`src/rtl/serial_adder.sv`:
```
// Bit-serial unsigned adder: one full-adder slice with a registered carry,
// operands consumed LSB-first, WIDTH-bit sum plus carry-out reported with a done pulse.
module serial_adder #(
    parameter int WIDTH = 8
) (
    input  logic             clk,
    input  logic             rst_n,
    input  logic             start,
    input  logic [WIDTH-1:0] a,
    input  logic [WIDTH-1:0] b,
    output logic             busy,
    output logic             done,
    output logic [WIDTH-1:0] sum,
    output logic             cout
);

    localparam int CW = $clog2(WIDTH + 1);

    typedef enum logic [1:0] {
        S_IDLE = 2'd0,
        S_RUN  = 2'd1,
        S_DONE = 2'd2
    } state_t;

    state_t           state_q, state_d;
    logic [WIDTH-1:0] a_sh_q, a_sh_d;
    logic [WIDTH-1:0] b_sh_q, b_sh_d;
    logic [WIDTH-1:0] sum_q, sum_d;
    logic [CW-1:0]    cnt_q, cnt_d;
    logic             carry_q, carry_d;
    logic             cout_q, cout_d;
    logic             busy_q, busy_d;
    logic             done_q, done_d;

    logic             bit_s;
    logic             carry_maj;
    logic             last_bit;
    logic [WIDTH-1:0] sum_shifted;

    // Full-adder slice on the current LSBs and the registered carry.
    assign bit_s     = a_sh_q[0] ^ b_sh_q[0] ^ carry_q;
    assign carry_maj = (a_sh_q[0] & b_sh_q[0]) | (a_sh_q[0] & carry_q) | (b_sh_q[0] & carry_q);
    assign last_bit  = (cnt_q == CW'(WIDTH - 1));

    // New sum bit enters at the MSB so that after WIDTH shifts bit 0 sits at position 0.
    generate
        if (WIDTH == 1) begin : g_sum_w1
            assign sum_shifted = bit_s;
        end else begin : g_sum_wn
            assign sum_shifted = {bit_s, sum_q[WIDTH-1:1]};
        end
    endgenerate

    always_comb begin
        state_d = state_q;
        a_sh_d  = a_sh_q;
        b_sh_d  = b_sh_q;
        sum_d   = sum_q;
        cnt_d   = cnt_q;
        carry_d = carry_q;
        cout_d  = cout_q;
        busy_d  = busy_q;
        done_d  = 1'b0;

        case (state_q)
            S_IDLE: begin
                if (start) begin
                    a_sh_d  = a;
                    b_sh_d  = b;
                    sum_d   = '0;
                    cnt_d   = '0;
                    carry_d = 1'b0;
                    busy_d  = 1'b1;
                    state_d = S_RUN;
                end
            end
            S_RUN: begin
                a_sh_d  = a_sh_q >> 1;
                b_sh_d  = b_sh_q >> 1;
                sum_d   = sum_shifted;
                carry_d = carry_maj;
                cnt_d   = cnt_q + CW'(1);
                if (last_bit) begin
                    cout_d  = carry_maj;
                    busy_d  = 1'b0;
                    done_d  = 1'b1;
                    state_d = S_DONE;
                end
            end
            S_DONE: begin
                state_d = S_IDLE;
            end
            default: begin
                state_d = S_IDLE;
                busy_d  = 1'b0;
            end
        endcase
    end

    always_ff @(posedge clk or negedge rst_n) begin
        if (!rst_n) begin
            state_q <= S_IDLE;
            a_sh_q  <= '0;
            b_sh_q  <= '0;
            sum_q   <= '0;
            cnt_q   <= '0;
            carry_q <= 1'b0;
            cout_q  <= 1'b0;
            busy_q  <= 1'b0;
            done_q  <= 1'b0;
        end else begin
            state_q <= state_d;
            a_sh_q  <= a_sh_d;
            b_sh_q  <= b_sh_d;
            sum_q   <= sum_d;
            cnt_q   <= cnt_d;
            carry_q <= carry_d;
            cout_q  <= cout_d;
            busy_q  <= busy_d;
            done_q  <= done_d;
        end
    end

    assign busy = busy_q;
    assign done = done_q;
    assign sum  = sum_q;
    assign cout = cout_q;

endmodule
```
`config.mk`:
```
export PLATFORM = sky130hd
export DESIGN_NAME = serial_adder
export DESIGN_NICKNAME = d
export VERILOG_FILES = /design/src/rtl/serial_adder.sv
export SDC_FILE = /design/constraint.sdc
export NUM_CORES = 1
export LEC_CHECK = 0
export CAP_MARGIN = 20
export CORE_ASPECT_RATIO = 1.1
export CORE_MARGIN = 3
export CORE_UTILIZATION = 35
export CTS_CLUSTER_SIZE = 24
export DETAILED_ROUTE_END_ITERATION = 10
export PLACE_DENSITY = 0.6
export SLEW_MARGIN = 20
export SYNTH_ARGS = -nofsm -noshare
export SYNTH_HDL_FRONTEND = slang
export SYNTH_SLANG_ARGS = --single-unit
export TNS_END_PERCENT = 5
```
`constraint.sdc`:
```
create_clock -name clk -period 3.6 [get_ports clk]
set_clock_uncertainty 0.05 [all_clocks]
set_input_delay 0.54 -clock clk [delete_from_list [all_inputs] [get_ports clk]]
set_output_delay 0.54 -clock clk [all_outputs]
set_load 0.03 [all_outputs]
```
# [Word level (Yosys, flattened, before mapping)]
# Index checks and enable logic that the tools add are counted.
[classes] reduce_logical=6 bitwise_logic=8 mux=18 eq_ne=5 addsub=1
[op_table] operator="$pmux W8 S2" n=3
[op_table] operator="$mux W8" n=3
[op_table] operator="$pmux W4 S2" n=1
[op_table] operator="$reduce_and A2 Y1" n=3
[op_table] operator="$mux W1" n=5
[op_table] operator="$add A4 B1 Y4 const B" n=1
[op_table] operator="$eq A4 B3 Y1 const B" n=1
[op_table] operator="$mux W2" n=2
[op_table] operator="$mux W4" n=1
[op_table] operator="$ne A2 B2 Y1 const B" n=2
[op_table] operator="$pmux W2 S2" n=1
[op_table] operator="$and A1 B1 Y1" n=3
[op_table] operator="$pmux W1 S3" n=1
[op_table] operator="$reduce_and A3 Y1" n=1
[op_table] operator="$eq A2 B1 Y1 const B" n=1
[op_table] operator="$eq A2 B2 Y1 const B" n=1
[op_table] operator="$logic_not A2 Y1" n=1
[op_table] operator="$or A1 B1 Y1" n=2
[op_table] operator="$pmux W1 S2" n=1
[op_table] operator="$reduce_bool A2 Y1" n=1
[op_table] operator="$xor A1 B1 Y1" n=2
[op_table] operator="$not A1 Y1" n=1
[totals] input_bits=19 wordCells=47 out_inout_bits=11 ff_bits=34

# [Logic depth before layout (Yosys ltp)]
[depth] word_depth=4 depth_mapped=5 ltp_nobuf=4

# [Least setup slack after synthesis]
# OpenSTA, ideal clock, no wires.
[synth_path] path_type="input-to-reg" startpoint="input start" endpoint="register state_q[0]" t_required_ns=3.426 t_arrival_ns=1.134 setup_time_ns=0.124 path_slack_ns=2.293 n_path_buf=2 path_stages=4 path_cell_list="nor3b_2 > buf_4 > buf_4 > o21bai_1"
[synth_between] elab_chain_cells=2
[synth_rtl] element="start: declaration" line_no="8" text="input logic start,"
[synth_rtl] element="$ne A2 B2 Y1 (no source line)"
[synth_rtl] element="$reduce_and A2 Y1 (no source line)"
[synth_rtl] element="end signal: assignment" line_no="112" text="state_q <= state_d;"
[synth_rtl] element="end: declaration" line_no="25" text="state_t state_q, state_d;"
# Every way passes these cells.
# A chain may end at the register's enable or synchronous reset.

# [Final worst setup path]
[layout_path] startpoint="register sum_q[1] (netlist: sum[1])" endpoint="output sum[1]"
[layout_lines] element="start: declaration" line_no="28" text="logic [WIDTH-1:0] sum_q, sum_d;"
[layout_lines] element="start signal: assignment" line_no="115" text="sum_q <= sum_d;"
[layout_lines] element="end: declaration" line_no="13" text="output logic [WIDTH-1:0] sum,"
# No word-level cell between the ends.

==> out/metrics.yaml <==
synth_edf_count: 0
htreeDepth: 2
grt_pass1_vias: 1145
rows: 24
yosysSeqAreaShare_pct: 58.2
syn_nets: 167
ys_types: 25
switching_power_mw: 0.587
finalNonFillerCells: 228
p_per_area_nw_per_um2: 816
setup_slack_ps: 1670
drv_cap: 0
finalCritPeriodShare_pct: 53.6
drv_slew: 0
grt_max_degree: 35
yosys_warnings: 0
fmax_ghz: 0.519
vias_per_cell: 4.81
crit_path_start_kind: "register"
syn-cell-area_um2: 1460
cp-startpoint: "sum[1]$_DFFE_PN0P_"
cts.sink_count: 34
cts_tree: "built"
wl_met3_um: 154
slowest_delay_ps: 690
tightest_slew_ps: 779
nets: 197
final_util_pct: 46.5
cp.arrival_ps: 1340
timing.rr.start: "state_q[1]$_DFFE_PN0P_"
timing.critical_path.slowest_stage_cell: "clkdlybuf4s50_1"
cp_max_fo: 3
vias: 1097
grt_antenna_before_repair: 0
antenna_left: 0
clkTransAtPathRegs_ps: 60
start_util_pct: 36.6
yosysTopAreaCell: "dfrtp_1"
syn_to_final_growth_pct: 26.9
clock-root-buffer: "clkbuf_8"
whs_ps: 424
outcome: "completed"
synth_commonest_cells: "nand2_1, dfrtp_1, a22oi_1"
synthTopCellsByArea: "dfrtp_1, nand2_1, a22oi_1, o21ai_1, buf_4"
async_flop_share_pct: 100
synth_seq_cells: 34
ir_drop_uv: 262
clkLatencyLatePin_ps: 280
hp-start: "b_sh_q[0]$_DFFE_PN0P_"
pre_cts_slack_ps: 1640
yosysMostFrequentCell: "nand2_1"
topRoutingLayerUsed: "met4"
dp_hpwl_mm: 1.99
synth_top_area_share_pct: 58.2
synthFlopType: "dfrtp_1"
cts_hold_buf: 0
power_frac_seq_pct: 42.6
grtUsageTotal_pct: 13.5
fp.dieW_um: 67.6
endpoint_kind: "primary output"
period_needed_ps: 1930
antenna_cells: 0
setup_violations: 0
crit_buf_inv: 1
clock_tree.buffer_depth: 2
fp.dieH_um: 73.8
core_um2: 3990
hp-class: "reg2reg"
met1_length_mm: 1.27
drt_iter0_drc: 54
die-area_um2: 4990
wl_per_cell_um: 12.8
netlist_instances: 146
required_ps: 3010
cts_resized: 0
tns_ps: 0
switching_share_pct: 38.8
path_cells: "clkdlybuf4s50_1"
post-cts-setup-buffers: 0
cts_made_buffers: 5
critical_path.top_delay_family: "buffers and inverters"
rsz0062_at_grt: "no"
synth_area_per_cell_um2: 10.0
num_io_pins: 30
wl_met2_mm: 1.45
grt_pass1_wl_mm: 5.06
slew-limit-headroom_pct: 48.1
grt-ovfl-total: 0
drt_wl_total_mm: 2.92
routabilityCongestion: 0.747
post-route-drc-count: 0
drive_gt1_share_pct: 6.25
drt_pass1_iterations: 4
dp.cells: 221
hold_viol_final: 0
numPortBuffers: 29
intPower_mw: 0.927
clkPwrFrac_pct: 16.8
power_leakage_nw: 0.853
comb_power_share_pct: 40.6
critPathKind: "reg2out"
-- worst min-delay path, cell delays in order (launching register included) --
cell     delay, ps
dfrtp_1        340
nand2_1         50
nand2_1         50
-- cells by family (layout without fill, tap and decap cells) --
group	after synthesis	in the layout	synth area share, %
compound gates	33	33	15.1
fa+ha+maj	2	2	2.22
flops	34	34	58.2
simple gates	61	61	18.0
buf+inv	14	44	5.22
mux	2	2	1.37
-- per-layer routing --
metal / vias up / global-route usage [%]
met1: 521 / 15.8
met3: 8 / 5.35
li1: 545 / -
met2: 23 / 22.2
met4: 0 / 4.95
met5: - / 0
-- state kept, by name, indices dropped and copies added (netlist names), 2 cells and up --
name,count
a_sh_q,8
cnt_q,4
sum,8
state_q,2
b_sh_q,8
-- stage by stage --
step | total power, mW | instance area, um2
after floorplan | 1.08 | 1460
after global routing | 1.64 | 1860
after CTS | 1.54 | 1860
after global placement | 1.25 | 1780
after detailed placement | 1.28 | 1780
final | 1.51 | 1860
-- path summary, 6_finish.rpt --
path | end | slack, ps | cells after the start
max | sum[1] | 1670 | 1
min | b_sh_q[0]$_DFFE_PN0P_ | 420 | 2
max reg2reg | cout$_DFFE_PN0P_ | 1970 | 3
min reg2reg | b_sh_q[0]$_DFFE_PN0P_ | 420 | 2
max in group asynchronous | sum[6]$_DFFE_PN0P_ | 2570 | 2
min in group asynchronous | busy$_DFFE_PN0P_ | 620 | 2
-- cells in the final DEF, fill, tap and decap left out, drive strengths merged --
cell type,n
a21oi,1
a22oi,14
a21o,1
nor2,1
clkbuf,7
nand2b,2
mux2i,2
clkdlybuf4s50,29
nor3b,2
ha,1
nand2,52
o21ai,11
nor3,2
o32ai,1
o22ai,2
dfrtp,34
buf,2
o21bai,3
and2b,1
nand4,1
fa,1
inv,6
-- area by class of cell --
| type | instances | area [um2] |
|---|---|---|
| fillers | 396 | 2140 |
| repair buffers | 31 | 305 |
| inverters | 6 | 22.5 |
| clock buffers | 7 | 76.3 |
| flip-flops and latches | 34 | 851 |
| well taps | 52 | 65.1 |
| multi-input cells | 98 | 536 |
-- power groups by stage --
stage                     Combinational (mW)  Sequential, mW  Clock (mW)
after detailed placement               0.625           0.652           0
after global placement                 0.604           0.643           0
final                                  0.615           0.644       0.255
after global routing                   0.692           0.666       0.285
after floorplan                        0.352           0.729           0
after CTS                              0.627           0.646       0.265
Note: power is estimated with default switching activity, not from simulation.
